## src/rtl/nec_ir_rx.sv

```systemverilog
// NEC infrared remote-control receiver: rebuilds the carrier envelope from the raw
// IrDA pulse train, times marks and spaces, and decodes data and repeat frames.
module nec_ir_rx #(
    parameter bit          RX_ACTIVE_LOW  = 1'b1,
    parameter int unsigned ENV_TIMEOUT    = 480,
    parameter int unsigned LEAD_MARK_MIN  = 96000,
    parameter int unsigned LEAD_MARK_MAX  = 120000,
    parameter int unsigned LEAD_SPACE_MIN = 48000,
    parameter int unsigned LEAD_SPACE_MAX = 60000,
    parameter int unsigned REP_SPACE_MIN  = 24000,
    parameter int unsigned REP_SPACE_MAX  = 30000,
    parameter int unsigned BIT_MARK_MIN   = 4000,
    parameter int unsigned BIT_MARK_MAX   = 9000,
    parameter int unsigned ZERO_MIN       = 4000,
    parameter int unsigned ZERO_MAX       = 9000,
    parameter int unsigned ONE_MIN        = 16000,
    parameter int unsigned ONE_MAX        = 24000,
    parameter int unsigned SPACE_TIMEOUT  = ONE_MAX + 36000,
    parameter int unsigned MARK_TIMEOUT   = 131000
) (
    input  logic        clk,
    input  logic        rst,
    input  logic        rxd,
    output logic [31:0] data,
    output logic        data_valid,
    output logic        repeat_valid,
    output logic        frame_err,
    output logic        check_ok,
    output logic        busy,
    output logic        env
);

    localparam int unsigned DurW = 17;
    localparam int unsigned EnvW = $clog2(ENV_TIMEOUT + 1);

    localparam logic [DurW-1:0] DurMax       = '1;
    localparam logic [DurW-1:0] LeadMarkMin  = DurW'(LEAD_MARK_MIN);
    localparam logic [DurW-1:0] LeadMarkMax  = DurW'(LEAD_MARK_MAX);
    localparam logic [DurW-1:0] LeadSpaceMin = DurW'(LEAD_SPACE_MIN);
    localparam logic [DurW-1:0] LeadSpaceMax = DurW'(LEAD_SPACE_MAX);
    localparam logic [DurW-1:0] RepSpaceMin  = DurW'(REP_SPACE_MIN);
    localparam logic [DurW-1:0] RepSpaceMax  = DurW'(REP_SPACE_MAX);
    localparam logic [DurW-1:0] BitMarkMin   = DurW'(BIT_MARK_MIN);
    localparam logic [DurW-1:0] BitMarkMax   = DurW'(BIT_MARK_MAX);
    localparam logic [DurW-1:0] ZeroMin      = DurW'(ZERO_MIN);
    localparam logic [DurW-1:0] ZeroMax      = DurW'(ZERO_MAX);
    localparam logic [DurW-1:0] OneMin       = DurW'(ONE_MIN);
    localparam logic [DurW-1:0] OneMax       = DurW'(ONE_MAX);
    localparam logic [DurW-1:0] SpaceTo      = DurW'(SPACE_TIMEOUT);
    localparam logic [DurW-1:0] MarkTo       = DurW'(MARK_TIMEOUT);
    localparam logic [EnvW-1:0] EnvLoad      = EnvW'(ENV_TIMEOUT);

    typedef enum logic [2:0] {
        StIdle,
        StLeadMark,
        StLeadSpace,
        StBitMark,
        StBitSpace,
        StTail
    } state_e;

    function automatic logic in_win(input logic [DurW-1:0] d, input logic [DurW-1:0] lo,
                                    input logic [DurW-1:0] hi);
        return (d >= lo) && (d <= hi);
    endfunction

    function automatic logic code_check(input logic [31:0] w);
        return (w[7:0] == ~w[15:8]) && (w[23:16] == ~w[31:24]);
    endfunction

    logic [1:0]      sync_q;
    logic            pulse;
    logic [EnvW-1:0] env_cnt_q, env_cnt_d;
    logic            env_q, env_d;
    logic            env_rise, env_fall;
    logic [DurW-1:0] dur_q, dur_d;

    state_e          state_q, state_d;
    logic [5:0]      bitcnt_q, bitcnt_d;
    logic [31:0]     shift_q, shift_d;
    logic [31:0]     data_q, data_d;
    logic            chk_q, chk_d;
    logic            dv_q, dv_d;
    logic            rv_q, rv_d;
    logic            fe_q, fe_d;
    logic            bit_val;

    // Synchroniser resets to the idle line level so no phantom pulse follows reset.
    always_ff @(posedge clk or posedge rst) begin
        if (rst) begin
            sync_q <= {2{RX_ACTIVE_LOW}};
        end else begin
            sync_q <= {sync_q[0], rxd};
        end
    end

    assign pulse = RX_ACTIVE_LOW ? ~sync_q[1] : sync_q[1];

    always_comb begin
        env_cnt_d = env_cnt_q;
        if (pulse) begin
            env_cnt_d = EnvLoad;
        end else if (env_cnt_q != '0) begin
            env_cnt_d = env_cnt_q - 1'b1;
        end
    end

    assign env_d    = pulse | (env_cnt_q != '0);
    assign env_rise = env_d & ~env_q;
    assign env_fall = ~env_d & env_q;

    // Length of the current envelope segment; the pre-clear value at an edge is its duration.
    always_comb begin
        dur_d = dur_q;
        if (env_rise || env_fall) begin
            dur_d = '0;
        end else if (dur_q != DurMax) begin
            dur_d = dur_q + 1'b1;
        end
    end

    always_ff @(posedge clk or posedge rst) begin
        if (rst) begin
            env_cnt_q <= '0;
            env_q     <= 1'b0;
            dur_q     <= '0;
        end else begin
            env_cnt_q <= env_cnt_d;
            env_q     <= env_d;
            dur_q     <= dur_d;
        end
    end

    always_comb begin
        state_d  = state_q;
        bitcnt_d = bitcnt_q;
        shift_d  = shift_q;
        data_d   = data_q;
        chk_d    = chk_q;
        dv_d     = 1'b0;
        rv_d     = 1'b0;
        fe_d     = 1'b0;
        bit_val  = in_win(dur_q, OneMin, OneMax);

        unique case (state_q)
            StIdle: begin
                if (env_rise) begin
                    state_d = StLeadMark;
                end
            end
            StLeadMark: begin
                // A bad leader mark is treated as noise, not a frame error.
                if (env_fall) begin
                    state_d = in_win(dur_q, LeadMarkMin, LeadMarkMax) ? StLeadSpace : StIdle;
                end else if (dur_q > MarkTo) begin
                    state_d = StIdle;
                end
            end
            StLeadSpace: begin
                if (env_rise) begin
                    if (in_win(dur_q, LeadSpaceMin, LeadSpaceMax)) begin
                        bitcnt_d = '0;
                        state_d  = StBitMark;
                    end else if (in_win(dur_q, RepSpaceMin, RepSpaceMax)) begin
                        rv_d    = 1'b1;
                        state_d = StTail;
                    end else begin
                        fe_d    = 1'b1;
                        state_d = StIdle;
                    end
                end else if (dur_q > SpaceTo) begin
                    fe_d    = 1'b1;
                    state_d = StIdle;
                end
            end
            StBitMark: begin
                if (env_fall) begin
                    if (in_win(dur_q, BitMarkMin, BitMarkMax)) begin
                        state_d = StBitSpace;
                    end else begin
                        fe_d    = 1'b1;
                        state_d = StIdle;
                    end
                end else if (dur_q > MarkTo) begin
                    fe_d    = 1'b1;
                    state_d = StIdle;
                end
            end
            StBitSpace: begin
                if (env_rise) begin
                    if (in_win(dur_q, ZeroMin, ZeroMax) || bit_val) begin
                        shift_d  = {bit_val, shift_q[31:1]};
                        bitcnt_d = bitcnt_q + 6'd1;
                        if (bitcnt_d == 6'd32) begin
                            data_d  = shift_d;
                            chk_d   = code_check(shift_d);
                            dv_d    = 1'b1;
                            state_d = StTail;
                        end else begin
                            state_d = StBitMark;
                        end
                    end else begin
                        fe_d    = 1'b1;
                        state_d = StIdle;
                    end
                end else if (dur_q > SpaceTo) begin
                    fe_d    = 1'b1;
                    state_d = StIdle;
                end
            end
            StTail: begin
                if (env_fall) begin
                    state_d = StIdle;
                end else if (dur_q > MarkTo) begin
                    fe_d    = 1'b1;
                    state_d = StIdle;
                end
            end
            default: begin
                state_d = StIdle;
            end
        endcase
    end

    always_ff @(posedge clk or posedge rst) begin
        if (rst) begin
            state_q  <= StIdle;
            bitcnt_q <= '0;
            shift_q  <= '0;
            data_q   <= '0;
            chk_q    <= 1'b0;
            dv_q     <= 1'b0;
            rv_q     <= 1'b0;
            fe_q     <= 1'b0;
        end else begin
            state_q  <= state_d;
            bitcnt_q <= bitcnt_d;
            shift_q  <= shift_d;
            data_q   <= data_d;
            chk_q    <= chk_d;
            dv_q     <= dv_d;
            rv_q     <= rv_d;
            fe_q     <= fe_d;
        end
    end

    assign data         = data_q;
    assign check_ok     = chk_q;
    assign data_valid   = dv_q;
    assign repeat_valid = rv_q;
    assign frame_err    = fe_q;
    assign busy         = (state_q != StIdle);
    assign env          = env_q;

endmodule

```

## config.mk

```make
export PLATFORM = sky130hd
export DESIGN_NAME = nec_ir_rx
export DESIGN_NICKNAME = d
export VERILOG_FILES = /design/src/rtl/nec_ir_rx.sv
export SDC_FILE = /design/constraint.sdc
export NUM_CORES = 1
export LEC_CHECK = 0
export CAP_MARGIN = 5
export CORE_MARGIN = 8
export CORE_UTILIZATION = 55
export CTS_CLUSTER_SIZE = 10
export DETAILED_ROUTE_END_ITERATION = 10
export PLACE_DENSITY = 0.76
export SLEW_MARGIN = 40
export SYNTH_ARGS = -nofsm -noshare
export SYNTH_HDL_FRONTEND = slang
export SYNTH_SLANG_ARGS = --single-unit
```

## constraint.sdc

```tcl
create_clock -name clk -period 4 [get_ports clk]
set_input_delay 1 -clock clk [delete_from_list [all_inputs] [get_ports clk]]
set_output_delay 1 -clock clk [all_outputs]
set_load 0.02 [all_outputs]
```

==> reports/qor.csv <==
stage,metric,value,unit
outcome,status,completed,
routing,antenna_left,0,
die,die_w,114,µm
placement,gp_congestion,0.939,
cts,cts_buffers,9,
synthesis,synthArstFlopShare,100,%
timing,tightest_slew,0.757,ns
setup_path,startpoint_type,flop,
power_and_ir_drop,peakVddDrop,0.205,mV
setup_path,crit_chain,or3_1 > nor4_1 > and3b_1 > nand2_1 > ha_1 > nand2_1 > or4b_1 > or3_1 > a21boi_0,
synthesis,ys_seq_area_share,49.5,%
cts,cts.sinks,105,
global_route,grt_first_pass_wirelength,18100,µm
timing,fin_worst_skew,0.0119,ns
routing,viasPerCell,5.67,
timing,setup_ws,0.588,ns
routing,first_pass_iters,7,
timing,drv_slew,0,
cts,clk_latency,0.37,ns
placement,place_area,5780,µm²
setup_path,crit_arrival,3.71,ns
die,num_io_pins,41,
synthesis,synthTopCellsByArea,"dfrtp_1 49%, mux2_2 13%, xnor2_1 3.3%, xor2_1 2.8%, and2_1 2.2%",
power_and_ir_drop,power_density,318,nW/µm²
synthesis,synth-simple-area-share,15.8,%
placement,dp_hpwl,7320,µm
finish,syn2layout_area_growth,13.2,%
hold_path,min_path_type,flop to flop,
timing,timing.setup.tns,0,ns
finish,final_cell_area,6010,µm²
die,row_count,36,
timing,max_freq,293,MHz
setup_path,crit_path_top_delay_cell,or4b_1,
synthesis,synth_xor_area_share,6.10,%
setup_path,slowest_delay,0.56,ns
synthesis,yosys_warnings,0,
global_route,gr-total-overflow,0,
global_route,grt_max_degree,65,
finish,finalNetCount,505,
synthesis,synthAdderAreaFrac,2.12,%
synthesis,syn_area_per_cell,11.4,µm²
synthesis,synthCells,467,
synthesis,yosysUniqueCellTypes,61,
synthesis,yosys_most_used_dff,dfrtp_1,
die,initial_core_util,55.3,%
global_route,antenna_found_initial,0,
synthesis,synthMuxAreaShare,14.1,%
setup_path,cp.required,4.30,ns
setup_path,path_class,flop to flop,
power_and_ir_drop,p_leak,2.75,nW
cts,root_buffer,clkbuf_8,
synthesis,syn_nets,479,
cts,cts_tree,done,
timing,finalHoldViolCount,0,
cts,cts.path.max_buffers,2,
routing,first_iter_violations,153,
finish,drive_above_1_share,18.3,%
synthesis,syn_area,5310,µm²
flow_run,drv_cap,0,
timing,setup_violations,0,
routing,wl_per_cell,16.7,µm
die,die_y,114,µm
cts,postCtsResizedCells,0,
cts,cts_hold_buf,0,
cts,post_cts_buffers,0,
placement,pre_cts_slack,0.553,ns
routing,drt_wl_total,10600,µm
die,die_area,13100,µm²
die,core_area,9590,µm²
routing,vias,3580,
timing,slew_headroom,48.2,%
cts,htree_levels,3,
global_route,grt_use_total,17.3,%
setup_path,critPathMaxFanout,19,
synthesis,synth_top_area_share,48.5,%
timing,fin_crit,3.41,ns
finish,antennaDiodeCount,0,
timing,min_period_over_period,85.3,%
timing,rsz0062_at_grt,false,
cts,clk_pin_slew,0.10,ns
routing,drc,0,
synthesis,synth_top_area_cell,dfrtp_1,
synthesis,synth_compound_area_share,8.95,%
synthesis,synth_top_family_by_area,simple AND/OR/NAND/NOR gates,
global_route,grt_pass1_vias,3581,
placement,io_buffers,40,
synthesis,ys_ff_latch,105,
synthesis,synth-edff-count,0,
setup_path,critPathCaptureType,flop,
[worst max-delay path: cells and delay by family, from the launching register on]
kind            cells  cell delay (ns)
compound gates      1             0.16
fa+ha+maj           1             0.49
simple gates        7             2.26
flops               1             0.42
[area by class of cell]
| cell class | count | area, µm² |
|---|---|---|
| Timing Repair Buffer | 44 | 430 |
| Clock buffer | 10 | 138 |
| Clock inverter | 6 | 93.8 |
| Inverter | 11 | 46.3 |
| Fill cell | 778 | 3580 |
| Multi-Input combinational cell | 322 | 2500 |
| Sequential cell | 105 | 2630 |
| Tap cell | 133 | 166 |
[logic make-up (layout without fill, tap and decap cells)]
logic type      after synthesis  in the layout
fa+ha+maj                     9              9
mux                          67             67
compound gates               64             64
simple gates                145            145
buf+inv                      40             71
flops                       105            105
xor+xnor                     37             37
[Yosys cell counts (8+ instances only)]
library cell  count
nor3_1            8
nor2b_1           9
nand3_1           9
nor4_1           11
dfrtp_1         103
mux2_2           59
a21oi_1           8
and2_1           19
nor2_1           14
nand2_1          28
nand4_1           8
xor2_1           17
ha_1              9
xnor2_1          20
a31oi_1          10
inv_1            11
clkbuf_1         19
[metrics by stage]
step	util, %	std cells	power (mW)	hold slack (ns)
6_report	62.6	631	1.91	0.364
2_1_floorplan	-	467	1.16	0.345
5_1_grt	62.6	631	1.98	0.369
3_5_place_dp	60.2	615	1.18	0.347
3_3_place_gp	60.2	615	1.18	0.346
4_1_cts	62.6	631	1.93	0.365
[power by group]
group / internal, mW / switching, mW / total, mW
clock: 0.378 / 0.372 / 0.750
combinational: 0.0291 / 0.0402 / 0.0693
sequential: 1.08 / 0.0140 / 1.09
total: 1.48 / 0.427 / 1.91
[layer usage]
metal  wire (µm)  track usage [%]  part of all wire (%)  up-vias
met5           0                0                     0        -
met3         536             3.48                   5.1       17
met1        4830             22.9                    46     1742
met4         185             7.36                   1.8        0
li1            -                -                     -     1729
met2        5000             27.0                    47       92
[cell usage in the layout (no fill, tap or decap), types with 3 or more instances in the layout]
cell               n
dfrtp_1          103
mux2_2            59
clkdlybuf4s50_1   40
nand2_1           28
xnor2_1           20
and2_1            19
xor2_1            17
nor2_1            13
nor4_1            11
a31oi_1           10
inv_1             10
clkbuf_8          10
nor2b_1            9
nand3_1            9
ha_1               9
nand4_1            8
nor3_1             8
a21oi_1            8
o21ai_0            6
nand2b_1           6
a211o_1            6
nor3b_1            5
and3_1             5
mux2i_1            4
mux2_1             4
buf_4              4
nand3b_1           3
or3_1              3
nand4b_1           3
o211ai_1           3
a21o_1             3
a21boi_0           3
inv_6              3
[state kept, by name (all words and copies together), names as in the netlist]
signal	cells
data	32
shift_q	31
dur_q	17
env_cnt_q	9
bitcnt_q	6
state_q	3
sync_q	2
check_ok	1
data_valid	1
env	1
frame_err	1
repeat_valid	1
[path summary, 6_finish.rpt]
kind	cells past startpoint	start	slack [ns]	to
worst min register to register	0	sync_q[0]$_DFF_PP1_	0.36	sync_q[1]$_DFF_PP1_
worst max-delay path	9	env_cnt_q[2]$_DFFE_PP0N_	0.59	dur_q[11]$_DFFE_PP0P_
worst min-delay path	0	sync_q[0]$_DFF_PP1_	0.36	sync_q[1]$_DFF_PP1_
max in group asynchronous	3	rst	2.21	shift_q[16]$_DFFE_PP0P_
min in group asynchronous	2	rst	1.07	env_cnt_q[4]$_DFFE_PP0N_
worst max register to register	9	env_cnt_q[2]$_DFFE_PP0N_	0.59	dur_q[11]$_DFFE_PP0P_
Power figures use the tool's default switching activity.
==> RTL change 1 (same flow settings) <==
Change the parameter `RX_ACTIVE_LOW` from 1'b1 to 1'b0.
--- a/src/rtl/nec_ir_rx.sv
+++ b/src/rtl/nec_ir_rx.sv
@@ -1,7 +1,7 @@
 // NEC infrared remote-control receiver: rebuilds the carrier envelope from the raw
 // IrDA pulse train, times marks and spaces, and decodes data and repeat frames.
 module nec_ir_rx #(
-    parameter bit          RX_ACTIVE_LOW  = 1'b1,
+    parameter bit          RX_ACTIVE_LOW  = 1'b0,
     parameter int unsigned ENV_TIMEOUT    = 480,
     parameter int unsigned LEAD_MARK_MIN  = 96000,
     parameter int unsigned LEAD_MARK_MAX  = 120000,
Formal check against the unedited RTL: not equivalent (Yosys sat finds a counterexample within 4 cycles, from zero or initial values and one cycle with rst high).
==> RTL change 1 against the unedited design <==
Synthesized area grew 2.8%. Highest routed layer unchanged. Critical endpoint is now bitcnt_q[3]$_DFFE_PP0P_. Worst setup slack worse by 230 ps. Critical path type unchanged. Sequential share of layout area decreased by 0.90 points. Global-route usage rose by 0.40 points. Cell area grew 2.0%. Non-clock buffer count unchanged. Routed wire length is 5.3% higher. Count of clock-buffer cells in the layout is 2 higher. Sequential cell count stayed put.
Power is not compared: it rests on default switching activity, and its combinational part moved more than twofold at a synthesized area within 25%.
==> RTL change 1: results (changes against the unedited design) <==
Critical path
  – Max FO, Critical Path: 34 (+15)
  – CP startpoint: env_cnt_q[2]$_DFFE_PP0N_
  – Crit-path leading delay family: simple AND/OR/NAND/NOR gates
  – Worst r2r path cells: 11 (+2)
  – CP Data Arrival Time: 3940 ps (+230 ps)
  – Largest stage delay, worst path: 500 ps (-60 ps)
  – CP max-delay cell: nor4_1

Clocking
  – Clk Latency, worst-skew pair: 380 ps
  – # H-tree levels: 3 (unchanged)
  – Post-CTS Resized: 0 (unchanged)

Yosys
  – Post-Synthesis Cells: 523 (+12%)
  – Synth Area in Compound Gates: 9.01% (+0.052 points)
  – Top post-synthesis cells by area: dfrtp_1 (48%), nand2_1 (7.8%), mux2_4 (7.7%)
  – Warnings, synthesis: 0 (unchanged)
  – Xor and xnor area share after synthesis: 5.77% (-0.33 points)
  – Netlist cell types: 69 (+13%)
  – Top post-synthesis cells by count: nand2_1 (114), dfrtp_1 (105), mux2_4 (28)
  – Syn_nets: 535 (+12%)
  – Mux contribution to synthesized area: 9.46% (-4.7 points)
  – Post-synthesis sequential area ratio: 48.1% (-1.4 points)
  – Synth Area in Adders: 2.06% (-0.058 points)

Layout
  – Net count, final: 563 (+11%)
  – Fillers: 783 (+0.64%)
  – Layout cells sized above 1: 11.0% (-7.3 points)

Route
  – Highest routed layer: met4
  – Met2 Wirelength: 5480 um (+9.6%)
  – 1st-pass router iterations: 5 (-2)
  – Via Count: 3,919 (+9.5%)
  – Detailed Route Iter0 Violations: 272 (+78%)
  – Met3 Wirelength: 543 um (+1.3%)
  – Detailed Route WL: 11,100 um (+5.3%)
  – Drt via density: 5.69 (+0.25%)
  – Wl on met1: 4910 um (+1.5%)

Outcome
  – Status: finished clean

GRT
  – Largest net degree at the start of global routing: 58 (-11%)
  – First-pass GRT wire length: 18,800 um (+3.9%)
  – Vias in the first global route: 3,782 (+5.6%)
  – GRT Util Overall: 17.7% (+0.40 points)
  – Met3 usage: 3.96% (+0.48 points)
  – Global Route met1 Usage: 22.2% (-0.67 points)
  – Met2 Track Usage GR: 29.4% (+2.4 points)

Place
  – Dpl ws: 404 ps (-149 ps)
  – GP Congestion: 0.893 (-4.9%)
  – Detailed placer's ending HPWL: 7800 um (+6.5%)
  – DP Area: 5920 sq um (+2.5%)
  – Post-placement cell count: 673 (+9.4%)

Timing
  – Clock skew: 13.0 ps (+1.14 ps)
  – Worst-margin pin slew: 766 ps (+9.36 ps)

Pwr
  – Gate power share: 9.2%
  – Psw: 0.561 mW
  – LEAKAGE: between 2 and 3 nW

Worst hold path
  – Hold path startpoint: sync_q[0]$_DFF_PP0_
-- RTL change 1: cell types whose count changed in the layout (fill, tap and decap cells not counted), moves of 6 or more --
cell	delta
and2_1	-6
nor2_1	+9
mux2_4	+28
mux2_2	-59
nand2_1	+86
xnor2_1	-6
o21ai_0	+6
-- RTL change 1: area by class of cell --
cell class	instances	area (sq um)	share of cell area, %
multi-input combinational	378	2630	42.9
timing repair buffer	44	443	7.23
sequential	105	2630	42.9
clock inverter	4	56.3	0.919
clock buffer	12	155	2.53
tap	133	166	2.71
inverter	13	51.3	0.837
-- RTL change 1: final timing paths --
check,to,slack [ps]
setup / recovery,bitcnt_q[3]$_DFFE_PP0P_,360
max in group asynchronous,dur_q[11]$_DFFE_PP0P_,2170
min in group asynchronous,shift_q[12]$_DFFE_PP0P_,1110
hold reg to reg,sync_q[1]$_DFF_PP0_,410
hold / removal,sync_q[1]$_DFF_PP0_,410
setup reg to reg,bitcnt_q[3]$_DFFE_PP0P_,360
==> RTL change 2 (config.mk and constraints unchanged) <==
Without the edit above. The output `frame_err` loses its register stage (`fe_q` becomes a continuous assignment).
--- a/src/rtl/nec_ir_rx.sv
+++ b/src/rtl/nec_ir_rx.sv
@@ -231,7 +231,6 @@
             chk_q    <= 1'b0;
             dv_q     <= 1'b0;
             rv_q     <= 1'b0;
-            fe_q     <= 1'b0;
         end else begin
             state_q  <= state_d;
             bitcnt_q <= bitcnt_d;
@@ -240,9 +239,10 @@
             chk_q    <= chk_d;
             dv_q     <= dv_d;
             rv_q     <= rv_d;
-            fe_q     <= fe_d;
-        end
-    end
+        end
+    end
+
+    assign fe_q = fe_d;
 
     assign data         = data_q;
     assign check_ok     = chk_q;
Check against the original RTL: no difference found for any inputs over 10 cycles, from zero or initial values and one cycle with rst high; that may be too few to reach the edited logic, so the function may still have changed.
==> RTL change 2 against the unedited design <==
Power shrank 5.9%. Maximum frequency shrank 11%. Worst hold slack is essentially flat. Routed wire length grew 5.1%. Sequential cell count shrank 1. Cell area grew 0.87%. Worst setup slack lost 440 ps. Synthesized area shrank 0.47%. Largest cell class unchanged.
==> RTL change 2: results (changes against the unedited design) <==
GRT
  – First-pass GRT wire length: 18,800 um (+3.6%)
  – Met3 usage: 4.12% (+0.64 points)
  – Global Route met1 Usage: 23.7% (+0.80 points)
  – Vias in the first global route: 3,770 (+5.3%)
  – Largest net degree at the start of global routing: 53 (-18%)
  – Met2 Track Usage GR: 28.5% (+1.5 points)

Route
  – Wl on met1: 5180 um (+7.2%)
  – Met3 Wirelength: 528 um (-1.5%)
  – Drt via density: 5.76 (+1.5%)
  – Detailed Route WL: 11,100 um (+5.1%)
  – WL/cell: 17.3 um (+3.6%)
  – Met2 Wirelength: 5250 um (+5.0%)
  – Detailed Route Iter0 Violations: 158 (+3.3%)
  – 1st-pass router iterations: 5 (-2)

Place
  – Detailed placer's ending HPWL: 7920 um (+8.2%)
  – Post-placement cell count: 624 (+1.5%)
  – GP Congestion: 0.911 (-3.0%)
  – Dpl ws: 60.6 ps (-492 ps)

Timing
  – WHS: 364 ps (+0.488 ps)
  – Tmin final: 3850 ps (+438 ps)
  – Clock skew: 12.1 ps (+0.206 ps)

Critical path
  – CP Data Arrival Time: 2850 ps (-860 ps)
  – Reg2reg end: data[29]$_DFFE_PP0P_
  – Setup crit end kind: output pin
  – Register-to-register setup slack: 900 ps (+310 ps)
  – Worst r2r path cells: 7 (-2)
  – Largest stage delay, worst path: 600 ps (+40 ps)

Yosys
  – Synth Area in Compound Gates: 9.00% (+0.042 points)
  – Synth Area in Adders: 2.13% (+0.010 points)
  – Post-synth top area share: 48.3% (-0.24 points)
  – Syn_nets: 478 (-0.21%)
  – Mux contribution to synthesized area: 14.2% (+0.067 points)

Layout
  – Net count, final: 518 (+2.6%)
  – Fillers: 774 (-0.51%)

Pwr
  – Worst vdd ir: 0.000200 V (-2.7%)

Outcome
  – Status: finished clean
==> RTL change 2: cell types whose count changed after synthesis <==
cell     unedited run  this run
dfrtp_1           103       102
==> RTL change 2: final cells by class <==
type / count / area, sq um / area share [%]
clock inverter: 7 / 71.3 / 1.18
multi-input combinational: 322 / 2530 / 41.7
sequential: 104 / 2610 / 43.0
tap: 129 / 161 / 2.66
clock buffer: 9 / 124 / 2.04
inverter: 11 / 43.8 / 0.722
timing repair buffer: 58 / 531 / 8.75
==> RTL change 2: worst max-delay path: cells and delay by family (launching register included) <==
kind,cells,cell delay (ps)
buffers and inverters,1,200
and+or+nand+nor,2,1170
DFF,1,440
AOI/OAI and AO/OA,3,680
==> RTL change 2: through the flow <==
stage	utilization (%)	total power, mW
final	65.3	1.80
after global placement	63.0	1.17
after detailed placement	63.0	1.17
after global routing	65.3	1.86
after CTS	65.3	1.81
after floorplan	-	1.15
